===== src/rtl/seq_det_pkg.sv =====
// Shared types and default widths for the stream-fed sequence detector.
package seq_det_pkg;

    localparam int unsigned DATA_W_DEF = 8;
    localparam int unsigned PAT_W_DEF  = 4;
    localparam int unsigned CNT_W_DEF  = 8;

    typedef enum logic {
        IDLE  = 1'b0,
        SHIFT = 1'b1
    } state_t;

endpackage


===== src/rtl/pat_det_moore.sv =====
// Moore pattern detector: serial history window, fill count and a registered
// match pulse. hit_c flags a window match on the current shift edge.
module pat_det_moore #(
    parameter int unsigned PAT_W = 4
) (
    input  logic             clk,
    input  logic             rst_n,
    input  logic             shift_en,
    input  logic             clr,
    input  logic             bit_in,
    input  logic [PAT_W-1:0] pat,
    input  logic             ovl,
    output logic             hit_c,
    output logic             match
);

    localparam int unsigned FILL_W = $clog2(PAT_W + 1);

    logic [PAT_W-1:0]  hist;
    logic [PAT_W-1:0]  hist_nxt;
    logic [FILL_W-1:0] fill;
    logic [FILL_W-1:0] fill_nxt;

    // Window after this edge's bit; fill saturates once the window is full.
    always_comb begin
        hist_nxt = {hist[PAT_W-2:0], bit_in};
        fill_nxt = (fill == FILL_W'(PAT_W)) ? fill : fill + FILL_W'(1);
        hit_c    = shift_en && (fill_nxt == FILL_W'(PAT_W)) && (hist_nxt == pat);
    end

    always_ff @(posedge clk or negedge rst_n) begin
        if (!rst_n) begin
            hist  <= '0;
            fill  <= '0;
            match <= 1'b0;
        end else if (clr) begin
            hist  <= '0;
            fill  <= '0;
            match <= 1'b0;
        end else begin
            match <= hit_c;
            if (shift_en) begin
                hist <= hist_nxt;
                // Non-overlapping mode restarts the window after a hit.
                fill <= (hit_c && !ovl) ? '0 : fill_nxt;
            end
        end
    end

endmodule


===== src/rtl/seq_det_stream_ctrl.sv =====
// Word-stream front end for the pattern detector: handshake, MSB-first
// serializer, configuration, saturating match counter and sticky interrupt.
module seq_det_stream_ctrl
    import seq_det_pkg::*;
#(
    parameter int unsigned DATA_W = DATA_W_DEF,
    parameter int unsigned PAT_W  = PAT_W_DEF,
    parameter int unsigned CNT_W  = CNT_W_DEF
) (
    input  logic              clk,
    input  logic              rst_n,
    input  logic              cfg_we,
    input  logic [PAT_W-1:0]  cfg_pat,
    input  logic              cfg_ovl,
    input  logic [CNT_W-1:0]  cfg_thr,
    output logic              cfg_err,
    input  logic              in_valid,
    input  logic [DATA_W-1:0] in_data,
    output logic              in_ready,
    output logic              bit_vld,
    output logic              bit_out,
    output logic              match,
    output logic [CNT_W-1:0]  match_cnt,
    output logic              irq,
    input  logic              irq_clr,
    output logic              busy
);

    localparam int unsigned IDX_W = $clog2(DATA_W);

    state_t            state;
    logic [DATA_W-1:0] shreg;
    logic [IDX_W-1:0]  idx;
    logic [PAT_W-1:0]  pat_q;
    logic              ovl_q;
    logic [CNT_W-1:0]  thr_q;

    logic              cfg_clr;
    logic              accept;
    logic              hit_c;
    logic              cnt_sat;
    logic [CNT_W-1:0]  cnt_nxt;
    logic              irq_set;

    assign busy    = (state == SHIFT);
    assign bit_vld = (state == SHIFT);
    assign bit_out = shreg[DATA_W-1];
    assign accept  = in_valid && in_ready;
    assign cfg_clr = cfg_we && (state == IDLE);

    // Serializer FSM; in_ready is precomputed for the cycle after each edge.
    always_ff @(posedge clk or negedge rst_n) begin
        if (!rst_n) begin
            state    <= IDLE;
            shreg    <= '0;
            idx      <= '0;
            in_ready <= 1'b1;
        end else if (state == IDLE) begin
            if (accept) begin
                shreg    <= in_data;
                idx      <= IDX_W'(DATA_W - 1);
                state    <= SHIFT;
                in_ready <= 1'b0;
            end
        end else if (idx == '0) begin
            if (accept) begin
                shreg    <= in_data;
                idx      <= IDX_W'(DATA_W - 1);
                in_ready <= 1'b0;
            end else begin
                // Shifting the last bit out leaves bit_out low while idle.
                shreg    <= shreg << 1;
                state    <= IDLE;
                in_ready <= 1'b1;
            end
        end else begin
            shreg    <= shreg << 1;
            idx      <= idx - IDX_W'(1);
            in_ready <= (idx == IDX_W'(1));
        end
    end

    // Configuration is only accepted between words; a write mid-word is flagged.
    always_ff @(posedge clk or negedge rst_n) begin
        if (!rst_n) begin
            pat_q   <= '0;
            ovl_q   <= 1'b1;
            thr_q   <= '0;
            cfg_err <= 1'b0;
        end else begin
            cfg_err <= cfg_we && (state == SHIFT);
            if (cfg_clr) begin
                pat_q <= cfg_pat;
                ovl_q <= cfg_ovl;
                thr_q <= cfg_thr;
            end
        end
    end

    pat_det_moore #(
        .PAT_W (PAT_W)
    ) u_det (
        .clk      (clk),
        .rst_n    (rst_n),
        .shift_en (bit_vld),
        .clr      (cfg_clr),
        .bit_in   (bit_out),
        .pat      (pat_q),
        .ovl      (ovl_q),
        .hit_c    (hit_c),
        .match    (match)
    );

    assign cnt_sat = &match_cnt;
    assign cnt_nxt = match_cnt + CNT_W'(1);
    // Interrupt only fires on an actual count step onto the threshold.
    assign irq_set = hit_c && !cnt_sat && (thr_q != '0) && (cnt_nxt == thr_q);

    always_ff @(posedge clk or negedge rst_n) begin
        if (!rst_n) begin
            match_cnt <= '0;
            irq       <= 1'b0;
        end else if (cfg_clr) begin
            match_cnt <= '0;
            irq       <= 1'b0;
        end else begin
            if (hit_c && !cnt_sat) begin
                match_cnt <= cnt_nxt;
            end
            if (irq_set) begin
                irq <= 1'b1;
            end else if (irq_clr) begin
                irq <= 1'b0;
            end
        end
    end

endmodule


===== config.mk =====
export PLATFORM = sky130hd
export DESIGN_NAME = seq_det_stream_ctrl
export DESIGN_NICKNAME = d
export VERILOG_FILES = /design/src/rtl/seq_det_pkg.sv /design/src/rtl/pat_det_moore.sv /design/src/rtl/seq_det_stream_ctrl.sv
export SDC_FILE = /design/constraint.sdc
export NUM_CORES = 1
export LEC_CHECK = 0
export CAP_MARGIN = 30
export CORE_MARGIN = 2
export CORE_UTILIZATION = 54
export CTS_BUF_LIST = sky130_fd_sc_hd__clkbuf_2
export DETAILED_ROUTE_END_ITERATION = 10
export PLACE_DENSITY_LB_ADDON = 0.2
export SLEW_MARGIN = 20
export SYNTH_ARGS = -nofsm -noshare
export SYNTH_HDL_FRONTEND = slang
export SYNTH_HIERARCHICAL = 1
export SYNTH_SLANG_ARGS = --single-unit

===== constraint.sdc =====
create_clock -name clk -period 2.35 [get_ports clk]
set_clock_uncertainty 0.1 [all_clocks]
set_input_delay 0.47 -clock clk [delete_from_list [all_inputs] [get_ports clk]]
set_output_delay 0.47 -clock clk [all_outputs]
set_load 0.05 [all_outputs]

==> results.txt, run 1 <==
- Outcome: finished with violations
* Violated checks: negative hold slack
- ANT nets after route: 0
- Cell types with the largest area share after synthesis: sky130_fd_sc_hd__dfrtp_1, sky130_fd_sc_hd__mux2_2, sky130_fd_sc_hd__mux2i_1, sky130_fd_sc_hd__xnor2_1, sky130_fd_sc_hd__ha_1
- The min-delay analysis places its worst path in the category primary input to async pin.
* Final period util: 95.4%
- The synthesized design spends more area on one cell type than any other, namely sky130_fd_sc_hd__dfrtp_1.
- The count of final max-slew check failures is 0.
- Detail Placement HPWL: 3270 um
- Shortest period the worst path allows: 2240 ps
- Max-cap violations: 0
- The initial antenna violation count was 0.
* Number of synthesis warnings: 6
- Synthesis instantiated 49 different standard cells from the library.
- Share of final-layout standard cells stronger than drive strength 1: 17.4%
- Type of element launching the critical path: flop
- Number of hold violations in the final report: 6
- Aggregate global routing overflow: 0
- For this run, the post-layout net count is slightly below 300.
- Post-route insts no fill: 314
- After synthesis, the largest area contributor takes up 45.0% of total cell area.
* Relative max-transition margin: ~56%
- Quantity of I/O buffers inserted on ports: 40
- The worst setup path is captured at an output port.
- Row generation in the floorplan step produced 23 rows.
- The die covers 4750 sq um.
- Wire length per cell after detailed routing: 14.4 um
- The layout has 310 filler cells.
- Slew at the pin with the worst max-slew slack: 656 ps
- Cell area after technology mapping: 2280 sq um
- End of the worst register-to-register path: match_cnt[5]
- Gate family responsible for the most delay along the worst path: buffers and inverters
- In this run, synthesis produced a sequential element count of 43.
- Clock latency on the worst-skew pair, taken at its later pin, is 390 ps.
- For this run, the slowest stage of the critical path takes 820 ps.
* I/O Pins: 41
- Vias per std cell: approximately 5.6
* Global-route wire length before repair: ~7400 um
- After detailed routing, the number of remaining DRC violations is 0.
- Leading cell types in the layout, fill and taps excluded: sky130_fd_sc_hd__dfrtp_1, sky130_fd_sc_hd__clkdlybuf4s50_1, sky130_fd_sc_hd__nand2_1
- Setup Total Neg Slack: 0 ps
- Mapped Cells: roughly 220
* Drt pass-1 iters: 4
* Routability congestion estimate: 0.824
- The number of hold buffers added after CTS was 0.
* Sequential-to-total area share from yosys stat: a little under half
- Buffering stage count on the worst path with inverters included: 1
* Worst Hold Margin: -14.5 ps
- The library cell used most frequently in the layout, excluding fill and tap cells, is sky130_fd_sc_hd__dfrtp_1.
- Highest clock frequency the design can meet: 446 MHz
- In this run the horizontal extent of the chip is 69.0 um.
* Maximum level of the CTS H-tree: 2
- Placed Cells: 304
- Total number of vias: 1750
- Clock buffers created by TritonCTS: 5
- R2R cell count: 8
* Fraction of synthesis flops using an asynchronous set or reset pin: 100%
* Initial core utilization: 56.6%
- Critical path arrival: around 1700 ps
- Worst flop-to-flop path startpoint: u_det/fill[0]
- WS Path Type: flop to output port
* Number of antenna repair diodes: 0
* R2r setup slk: 140 ps
* Max Fanout on Critical Path: 4
- Number of synthesized flops with an enable pin: 0
- Clock tree synthesis selected as its root buffer the cell sky130_fd_sc_hd__clkbuf_2.
- Data on the critical path is required at its endpoint by 1780 ps.
- Compared with the post-synthesis result, the final layout area differs by 25.4%.
- TritonCTS built the clock tree.
* Vias in the first global route: about 1700
- Number of sinks handled by clock tree synthesis: 43
- Summed over all cells, the static leakage comes to around 1.3 nW.
* Mean post-synth cell area: 10.5 sq um
- The core region is 4030 sq um.
* Setup-failing EPs final: 0
- For this design the ratio of total power to cell area is 1060 nW/um^2.
* Vert. Die Dim: 69.0 um
- Among all stages on the critical path, the largest delay is contributed by sky130_fd_sc_hd__clkdlybuf4s50_1.
* Ys flop type: sky130_fd_sc_hd__dfrtp_1
- Maximum vdd drop: 0.969 mV
* CP Cell Sequence: clkdlybuf4s50_1
- Pin count of the biggest net entering global routing: 44
- Overall track demand over capacity in global routing: a little over a fifth
- DRC marker count from the first detailed-route iteration: 91
* Number of nets in the synthesized netlist: between 200 and 250
- Summed over all layers, the routed wires come to 4520 um.
- After clock tree synthesis, the clock-pin slew on the worst setup and hold paths is between 200 and 250 ps.
- No sink is reached through more buffers than the 2 on the longest clock path.
Yosys cell counts (2+ instances only):
| master | n |
|---|---|
| sky130_fd_sc_hd__o21ai_0 | 14 |
| sky130_fd_sc_hd__xnor2_1 | 11 |
| sky130_fd_sc_hd__nor2_1 | 15 |
| sky130_fd_sc_hd__nor3_1 | 8 |
| sky130_fd_sc_hd__mux2_2 | 12 |
| sky130_fd_sc_hd__nor4_1 | 2 |
| sky130_fd_sc_hd__dfrtp_1 | 41 |
| sky130_fd_sc_hd__a21oi_1 | 6 |
| sky130_fd_sc_hd__xor2_1 | 6 |
| sky130_fd_sc_hd__o21ai_1 | 2 |
| sky130_fd_sc_hd__nand2_1 | 18 |
| sky130_fd_sc_hd__nand3_1 | 3 |
| sky130_fd_sc_hd__dfstp_2 | 2 |
| sky130_fd_sc_hd__nor3b_1 | 3 |
| sky130_fd_sc_hd__and2_1 | 2 |
| sky130_fd_sc_hd__nand3_2 | 2 |
| sky130_fd_sc_hd__nor2b_1 | 2 |
| sky130_fd_sc_hd__or3_1 | 3 |
| sky130_fd_sc_hd__o211ai_1 | 2 |
| sky130_fd_sc_hd__ha_1 | 6 |
| sky130_fd_sc_hd__inv_1 | 9 |
| sky130_fd_sc_hd__a21o_1 | 2 |
| sky130_fd_sc_hd__clkbuf_1 | 4 |
| sky130_fd_sc_hd__buf_4 | 4 |
| sky130_fd_sc_hd__mux2i_1 | 13 |
registers in the layout, summed over array words and instances, names as in the netlist:
| name | cells |
|---|---|
| irq | 1 |
| u_det/match | 1 |
| match_cnt | 8 |
| pat_q | 4 |
| u_det/fill | 3 |
| ovl_q | 1 |
| idx | 3 |
| shreg | 8 |
| u_det/hist | 3 |
| bit_vld | 1 |
| thr_q | 8 |
| in_ready | 1 |
| cfg_err | 1 |
kinds of logic after synthesis:
group / synth area share [%]
adder cells (fa/ha/maj): 3.29
AO/OA/AOI/OAI: 11.9
flip-flops: 47.3
AND/OR/NAND/NOR: 15.4
multiplexers: 11.6
XOR/XNOR: 6.53
buffers and inverters: 3.90
repair_timing:
item	4_1_cts	5_1_grt
pin swaps	0	2
gates resized for setup	3	10
endpoints found under the setup margin	3	11
buffers inserted	0	2
cell type report:
class | instances | area (sq um) | share of cell area, %
repair buffers | 50 | 499 | 17.5
inverters | 9 | 33.8 | 1.18
well taps | 50 | 62.6 | 2.19
flip-flops and latches | 43 | 1080 | 37.7
multi-input cells | 154 | 1140 | 40.0
clock buffers | 8 | 40.0 | 1.40
metal layers:
layer  routed length [um]  global-route usage, %  up-vias
li1                     -                      -      854
met5                    0                      0        -
met2                 2180                   35.9       44
met3                  211                   4.06        5
met1                 2080                   26.5      847
met4                   44                   7.84        0
worst max path at each step:
stage / start / to / slack, ps / cells past startpoint
after floorplan: bit_vld / match_cnt[5] / 30 / 8
after global placement: u_det/fill[0] / match_cnt[2] / 140 / 10
after detailed placement: u_det/fill[0] / match_cnt[2] / 60 / 10
after CTS: match_cnt[2] / match_cnt[2] / 6 / 1
after global routing: u_det/fill[0] / match_cnt[2] / -90 / 10
final: match_cnt[1] / match_cnt[1] / 110 / 1
through the flow:
step	setup slack [ps]	utilization, %	cell area, sq um	total power, W
5_1_grt	-85.2	70.9	2860	0.00325
3_5_place_dp	61.2	68.6	2760	0.00270
3_3_place_gp	145	68.6	2760	0.00266
2_1_floorplan	33.6	-	2280	0.00229
4_1_cts	5.82	69.5	2800	0.00301
6_report	108	70.9	2860	0.00303
where the power goes:
group / internal (W) / leakage [nW] / switching, W
clock network: 0.0000879 / 0.0332 / 0.000221
registers: 0.00103 / 0.540 / 0.000246
logic: 0.000682 / 0.758 / 0.000765
Power figures use the tool's default switching activity.
==> run 2: changes to the inputs <==
--- a/config.mk
+++ b/config.mk
@@ -10,6 +10,7 @@
 export CORE_UTILIZATION = 54
 export CTS_BUF_LIST = sky130_fd_sc_hd__clkbuf_2
 export DETAILED_ROUTE_END_ITERATION = 10
+export GPL_TIMING_DRIVEN = 1
 export PLACE_DENSITY_LB_ADDON = 0.2
 export SLEW_MARGIN = 20
 export SYNTH_ARGS = -nofsm -noshare
==> results of run 2 <==
Final layout, timing and power as in run 1 (identical DEF).
